**src/rtl/pipeline_hazard_controller.sv**
```systemverilog
// -----------------------------------------------------------------------------
// pipeline_hazard_controller
//
// Central stall/flush scheduler for a 5-stage pipeline. Three causes are
// arbitrated in priority order: a multi-cycle data-memory access, a load-use
// dependency and a taken branch. The block also owns the data-memory
// request/acknowledge handshake, detects memory timeouts and counts the
// cycles in which the PC is held.
//
// Handshake: DMEM_REQ follows MEM_ACCESS while the controller is healthy.
// An access completes in any cycle where DMEM_REQ=1 and DMEM_ACK=1.
// DMEM_ACK with no request pending is ignored. If MEM_ACCESS drops while
// waiting, the access is treated as complete.
//
// Ports:
//   CLOCK, RESET             clock, synchronous active-high reset
//   ID_RS, ID_RT             source register fields of the instruction in ID
//   ID_USES_RS, ID_USES_RT   the ID instruction reads rs / rt
//   EXE_MEMREAD, EXE_DEST    the EXE instruction is a load, and its destination
//   BRANCH_TAKEN             branch/jump resolved taken in ID
//   MEM_ACCESS, DMEM_ACK     MEM-stage access request, and memory completion
//   DMEM_REQ                 request to data memory
//   PC_STALL, STALL_*/FLUSH_* hold / bubble controls per pipeline register
//   MEM_TIMEOUT              sticky timeout error flag
//   STALL_CYCLES             saturating count of cycles with PC_STALL=1
//   dbg_state                current FSM state (0 RUN, 1 MEM_WAIT, 2 ERROR)
// -----------------------------------------------------------------------------
module pipeline_hazard_controller #(
  parameter int TIMEOUT = 64,
  parameter int CNT_W   = 16
) (
  input  logic             CLOCK,
  input  logic             RESET,
  input  logic [4:0]       ID_RS,
  input  logic [4:0]       ID_RT,
  input  logic             ID_USES_RS,
  input  logic             ID_USES_RT,
  input  logic             EXE_MEMREAD,
  input  logic [4:0]       EXE_DEST,
  input  logic             BRANCH_TAKEN,
  input  logic             MEM_ACCESS,
  input  logic             DMEM_ACK,
  output logic             DMEM_REQ,
  output logic             PC_STALL,
  output logic             STALL_IFID,
  output logic             FLUSH_IFID,
  output logic             STALL_IDEXE,
  output logic             FLUSH_IDEXE,
  output logic             STALL_EXEMEM,
  output logic             FLUSH_EXEMEM,
  output logic             STALL_MEMWB,
  output logic             FLUSH_MEMWB,
  output logic             MEM_TIMEOUT,
  output logic [CNT_W-1:0] STALL_CYCLES,
  output logic [1:0]       dbg_state
);

  typedef enum logic [1:0] {
    ST_RUN      = 2'd0,
    ST_MEM_WAIT = 2'd1,
    ST_ERROR    = 2'd2
  } state_t;

  // Last wait-counter value allowed before giving up on the access.
  localparam logic [15:0] WAIT_LAST = 16'(TIMEOUT - 1);
  localparam logic [CNT_W-1:0] CNT_ONE = {{(CNT_W-1){1'b0}}, 1'b1};

  state_t      state;
  state_t      state_next;
  logic [15:0] wait_cnt;
  logic        mem_hold;
  logic        luh;

  // Memory stall: an access is outstanding and not completing this cycle.
  assign mem_hold = (state != ST_ERROR) && MEM_ACCESS && !DMEM_ACK;

  // Load-use: the EXE load writes a register the ID instruction reads.
  // r0 is never a real dependency.
  assign luh = EXE_MEMREAD && (EXE_DEST != 5'd0) &&
               ((ID_USES_RS && (ID_RS == EXE_DEST)) ||
                (ID_USES_RT && (ID_RT == EXE_DEST)));

  assign dbg_state   = state;
  assign MEM_TIMEOUT = (state == ST_ERROR);

  // State register, wait counter and stall-cycle counter.
  always_ff @(posedge CLOCK) begin
    if (RESET) begin
      state        <= ST_RUN;
      wait_cnt     <= 16'd0;
      STALL_CYCLES <= '0;
    end else begin
      state <= state_next;
      // Counter only runs while waiting; it is zero on every entry to MEM_WAIT.
      if (state == ST_MEM_WAIT) begin
        wait_cnt <= wait_cnt + 16'd1;
      end else begin
        wait_cnt <= 16'd0;
      end
      if (PC_STALL && (STALL_CYCLES != {CNT_W{1'b1}})) begin
        STALL_CYCLES <= STALL_CYCLES + CNT_ONE;
      end
    end
  end

  // Next-state logic. An ack in the deadline cycle wins over the timeout
  // because mem_hold is already low in that cycle.
  always_comb begin
    state_next = state;
    case (state)
      ST_RUN: begin
        if (mem_hold) state_next = ST_MEM_WAIT;
      end
      ST_MEM_WAIT: begin
        if (!mem_hold) begin
          state_next = ST_RUN;
        end else if (wait_cnt == WAIT_LAST) begin
          state_next = ST_ERROR;
        end
      end
      ST_ERROR: state_next = ST_ERROR;
      default:  state_next = ST_RUN;
    endcase
  end

  // Output logic. Priority: reset > error > memory stall > load-use > branch.
  always_comb begin
    DMEM_REQ     = 1'b0;
    PC_STALL     = 1'b0;
    STALL_IFID   = 1'b0;
    FLUSH_IFID   = 1'b0;
    STALL_IDEXE  = 1'b0;
    FLUSH_IDEXE  = 1'b0;
    STALL_EXEMEM = 1'b0;
    FLUSH_EXEMEM = 1'b0;
    STALL_MEMWB  = 1'b0;
    FLUSH_MEMWB  = 1'b0;
    if (RESET) begin
      PC_STALL     = 1'b1;
      FLUSH_IFID   = 1'b1;
      FLUSH_IDEXE  = 1'b1;
      FLUSH_EXEMEM = 1'b1;
      FLUSH_MEMWB  = 1'b1;
    end else if (state == ST_ERROR) begin
      // Freeze the front of the pipeline and keep bubbling MEM/WB.
      PC_STALL     = 1'b1;
      STALL_IFID   = 1'b1;
      STALL_IDEXE  = 1'b1;
      STALL_EXEMEM = 1'b1;
      FLUSH_MEMWB  = 1'b1;
    end else begin
      DMEM_REQ = MEM_ACCESS;
      if (mem_hold) begin
        PC_STALL     = 1'b1;
        STALL_IFID   = 1'b1;
        STALL_IDEXE  = 1'b1;
        STALL_EXEMEM = 1'b1;
        FLUSH_MEMWB  = 1'b1;
      end else if (luh) begin
        // One bubble: the load reaches MEM next cycle and can be forwarded.
        PC_STALL    = 1'b1;
        STALL_IFID  = 1'b1;
        FLUSH_IDEXE = 1'b1;
      end else if (BRANCH_TAKEN) begin
        FLUSH_IFID = 1'b1;
      end
    end
  end

endmodule

```
**config.mk**
```make
export PLATFORM = sky130hd
export DESIGN_NAME = pipeline_hazard_controller
export DESIGN_NICKNAME = d
export VERILOG_FILES = /design/src/rtl/pipeline_hazard_controller.sv
export SDC_FILE = /design/constraint.sdc
export NUM_CORES = 1
export LEC_CHECK = 0
export CAP_MARGIN = 10
export CORE_UTILIZATION = 35
export DETAILED_ROUTE_END_ITERATION = 10
export PLACE_DENSITY_LB_ADDON = 0.1
export SLEW_MARGIN = 20
export SYNTH_ARGS = -nofsm -noshare
export SYNTH_HDL_FRONTEND = slang
export SYNTH_SLANG_ARGS = --single-unit
```
**constraint.sdc**
```tcl
create_clock -name CLOCK -period 3.8 [get_ports CLOCK]
set_input_delay 0.57 -clock CLOCK [delete_from_list [all_inputs] [get_ports CLOCK]]
set_output_delay 0.57 -clock CLOCK [all_outputs]
set_load 0.02 [all_outputs]
```
---- Word level (Yosys, flattened, before mapping) ----
Cells that the tools add are included.
W data, S select, Z words.
cells by class
  $add $sub $neg .......................... 2
  eq/ne operators ......................... 9
  multiplexer cells ....................... 24
  bitwise operators ....................... 1
  reduce and logical (&&, ||, !) cells .... 13
operators with widths
  operator                 count
  $add A16 B1 Y16 const B  2
  $mux W1                  20
  $eq A16 B6 Y1 const B    1
  $ne A16 B16 Y1 const B   1
  $eq A5 B5 Y1             2
  $logic_and A1 B1 Y1      7
  $mux W2                  3
  $pmux W2 S3              1
  $reduce_bool A5 Y1       1
  $ne A2 B2 Y1 const B     2
  $ne A3 B2 Y1 const B     1
  $eq A2 B1 Y1 const B     1
  $eq A2 B2 Y1 const B     1
  $logic_not A2 Y1         1
  $reduce_and A2 Y1        1
  $reduce_or A2 Y1         1
  $logic_not A1 Y1         1
  $logic_or A1 B1 Y1       1
  $not A1 Y1               1
storage, ports and cells
  bits in registers ....................... 34
  bits of input ports ..................... 23
  output and inout bits ................... 29
  word-level logic and storage cells ...... 52

---- Logic depth before layout (Yosys ltp) ----
  depth after elaboration ................. 9
  mapped depth ............................ 8
  mapped depth without buffers ............ 7

---- Worst setup path before layout ----
Ideal clock, no wire load.
  path kind ............................... input port to output port
  from .................................... input port EXE_DEST[1]
  to ...................................... output port PC_STALL
  data arrival time ....................... 1.856 ns
  data required time ...................... 3.230 ns
  path slack .............................. 1.374 ns
  stages .................................. 6
  buffers on the path ..................... 2
  cell sequence ........................... or4_1 o21a_1 a21oi_2 buf_6 buf_12 inv_1
between the ends
  word-level cells in the longest chain between the ends .. 8
  elaborated cells between the ends (all ways) .. 12
  those cells by class .................... eq/ne (2); mux (4); reduce/logical (6)
RTL lines
  what                                           RTL line  source
  start: declaration                             39        input logic [4:0] EXE_DEST,
  $eq A5 B5 Y1, on equally long branches         80, 81
  $logic_and A1 B1 Y1, on equally long branches  80, 81
  $logic_or A1 B1 Y1                             80        ((ID_USES_RS && (ID_RS == EXE_DEST)) ||
  $logic_and A1 B1 Y1 (*)                        79        assign luh = EXE_MEMREAD && (EXE_DEST != 5'd0) &&
  $mux W1 (*)                                    159       end else if (luh) begin
  $mux W1 (*)                                    153       if (mem_hold) begin
  $mux W1 (*)                                    144       end else if (state == ST_ERROR) begin
  $mux W1 (*)                                    138       if (RESET) begin
  end: declaration                               44        output logic PC_STALL,
Mark *: on every way between the ends. The rest lies on a longest branch, timed or not.

---- Worst setup path in the final report ----
  from .................................... input port EXE_DEST[1]
  to ...................................... output port FLUSH_IFID
between the ends
  word-level cells in the longest chain between the ends .. 8
  elaborated cells between the ends (all ways) .. 12
  those cells by class .................... eq/ne (2); mux (4); reduce/logical (6)
RTL lines
  what                                           RTL line  source
  $eq A5 B5 Y1, on equally long branches         80, 81
  $logic_and A1 B1 Y1, on equally long branches  80, 81
  $logic_or A1 B1 Y1                             80
  $logic_and A1 B1 Y1 (*)                        79
  $mux W1 (*)                                    159
  $mux W1 (*)                                    153
  $mux W1 (*)                                    144
  $mux W1 (*)                                    138
  end: declaration                               46        output logic FLUSH_IFID,
Marks and branches as above.

==> results.tsv <==
metric	value	unit
first-pass GRT wire length	7.00	mm
PnR worst setup slack	0.476	ns
Syn Area/Cell	8.55	um^2
Max Fclk	0.301	GHz
First-pass DRT Iterations	4	
R2R Setup Slk	1.75	ns
wire length per cell	12.2	um
hpwl dp	3.12	mm
Worst Tran Pin Value	0.501	ns
crit-path max FO	3	
crit path DAT	2.75	ns
fin. max-slew vios	0	
1st-iter DRT viols	84	
ratio of cells with drive above 1 in the final layout	13.5	%
cell count after synthesis	223	
final hold violations	0	
Synth area leaders	dfxtp_1 (36%), xnor2_1 (6.4%), a21oi_2 (5.1%)	
register area share after synthesis	35.7	%
core area	0.00517	mm^2
CTS max path bufs	2	
H-Tree Depth	2	
initial antenna violation count	0	
Synth Warn #	0	
Tmin final	3.32	ns
unrepaired setup endpoints after global routing	no	
routability cong.	0.734	
Detailed Route WL	4.21	mm
Die Y	75.8	um
final-stage net count	299	
Max IR drop VDD	0.000137	V
Final Cycle Share	87.5	%
Cell Area, Synth	0.00191	mm^2
Worst Skew	0.00490	ns
diode count	0	
Total Power	870	uW
nature of the critical path startpoint	input pin	
Worst-Skew Late Latency	0.28	ns
synthesized flop and latch total	34	
Die ar.	0.00575	mm^2
Num CTS Buffers	5	
critical path required time	3.23	ns
# IOs	52	
Min-Delay Path Class	reg -> reg	
CTS tree	done	
Die Wd	75.8	um
Initial Utilization	36.9	%
static leakage	0.803	nW
hold buffers post-CTS	0	
status	complete, no violations	
setup repair bufs after CTS	0	
post-synth top area cell	dfxtp_1	
post-CTS sizing	0	
Crit Path Category	in -> out	
DRC	0	
Setup crit end kind	output port	
post-synth top area share	35.7	%
Total Routing Usage GR	15.7	%
PD cells	336	mW/mm^2
antenna-violating nets left	0	
vias per cell	5.10	
pre-CTS WS	0.462	ns
final setup fails	0	
FP Rows	26	
pin count of the biggest net entering global routing	23	
root cell of the clock tree	clkbuf_8	
setup_tns	0	ns
max cap viols	0	
post-synthesis cell type count	45	
Clock transition at path regs	0.07	ns
Port Buf Inserts	50	
TritonCTS sink count	34	
total number of vias	1760	
vias in the first global route	1571	
Slew headroom	66.5	%
total gr overflow	0	
Area Overhead vs Synth	35.8	%
Mapped Nets	248	
==> cells in the mapped netlist, drive strengths merged <==
cell and n:
nor4 3, a21o 1, nand3 15, or2b 1, nand2b 5, o22ai 1, nor3b 1, nand4 7
nand3b 1, or2 2, dfxtp 34, and4 2, a211oi 1, nor2b 1, nor2 21, conb 1
a21oi 21, nor4b 1, or3 8, o21ai 8, ha 2, or4 11, nor3 6, and3 5
buf 7, clkbuf 3, o21bai 1, xnor2 14, inv 7, mux2i 1, o31ai 9, o21a 1
xor2 7, nand2 13, and2b 1
==> final cells by class <==
| type | instances | area (um^2) |
|---|---|---|
| timing repair buffer | 54 | 531 |
| inverter | 7 | 26.3 |
| multi-input combinational | 172 | 1120 |
| tap | 70 | 87.6 |
| fill | 511 | 2580 |
| sequential | 34 | 681 |
| clock buffer | 6 | 82.6 |
| clock inverter | 2 | 60.1 |
==> through the flow <==
step | area, um^2 | hold slack (ns) | utilization, % | cells
after global routing | 2590 | 0.516 | 50.1 | 345
after floorplan | 1910 | 0.438 | - | 223
after CTS | 2590 | 0.488 | 50.1 | 345
after detailed placement | 2450 | 0.470 | 47.3 | 337
final | 2590 | 0.480 | 50.1 | 345
after global placement | 2450 | 0.462 | 47.3 | 337
==> layer usage <==
layer | global-route usage, % | wire length (um) | up-vias
li1 | - | - | 902
met1 | 21.8 | 2130 | 804
met2 | 23.8 | 1790 | 52
met3 | 5.29 | 256 | 2
met4 | 2.47 | 30 | 0
met5 | 0 | 0 | -
==> cell usage in the layout (no fill, tap or decap), drive strengths merged, types with 4 or more instances in the layout <==
cell type,netlist,final
nor3,6,6
buf,7,4
or3,8,8
nand2,13,13
o21ai,8,8
nand3,15,15
clkbuf,3,6
and3,5,5
xor2,7,7
a21oi,21,21
nand2b,5,5
inv,7,7
o31ai,9,9
xnor2,14,14
or4,11,11
clkdlybuf4s50,0,50
nor2,21,21
dfxtp,34,34
nand4,7,7
==> power by group <==
part,internal (mW),switching (mW)
sequential,0.359,0.00316
combinational,0.0511,0.0447
clock,0.280,0.132
total,0.690,0.180
==> critical path, cell delays in order <==
cell and delay, ns:
clkdlybuf4s50_1 0.47, or4_1 0.54, o21a_1 0.24, a21oi_2 0.20, a21o_1 0.13, clkdlybuf4s50_1 0.60
==> path summary, 6_finish.rpt <==
path                   startpoint  cells after the start                to
setup / recovery      EXE_DEST[1]                      6        FLUSH_IFID
hold / removal        wait_cnt[0]                      1       wait_cnt[0]
setup reg to reg  STALL_CYCLES[0]                      6  STALL_CYCLES[14]
hold reg to reg       wait_cnt[0]                      1       wait_cnt[0]
==> state kept, by name, summed over array words and instances (netlist names) <==
signal and count:
wait_cnt 16, STALL_CYCLES 16, dbg_state 2
==> logic make-up after synthesis <==
kind of cell / count (synthesis) / share of synthesized area [%]
flip-flops: 34 / 35.7
multiplexers: 1 / 0.525
adder cells (fa/ha/maj): 2 / 1.31
AO/OA/AOI/OAI: 43 / 16.3
other: 1 / 0.197
buffers and inverters: 17 / 5.45
AND/OR/NAND/NOR: 104 / 30.9
XOR/XNOR: 21 / 9.65
Note: power is estimated with default switching activity, not from simulation.
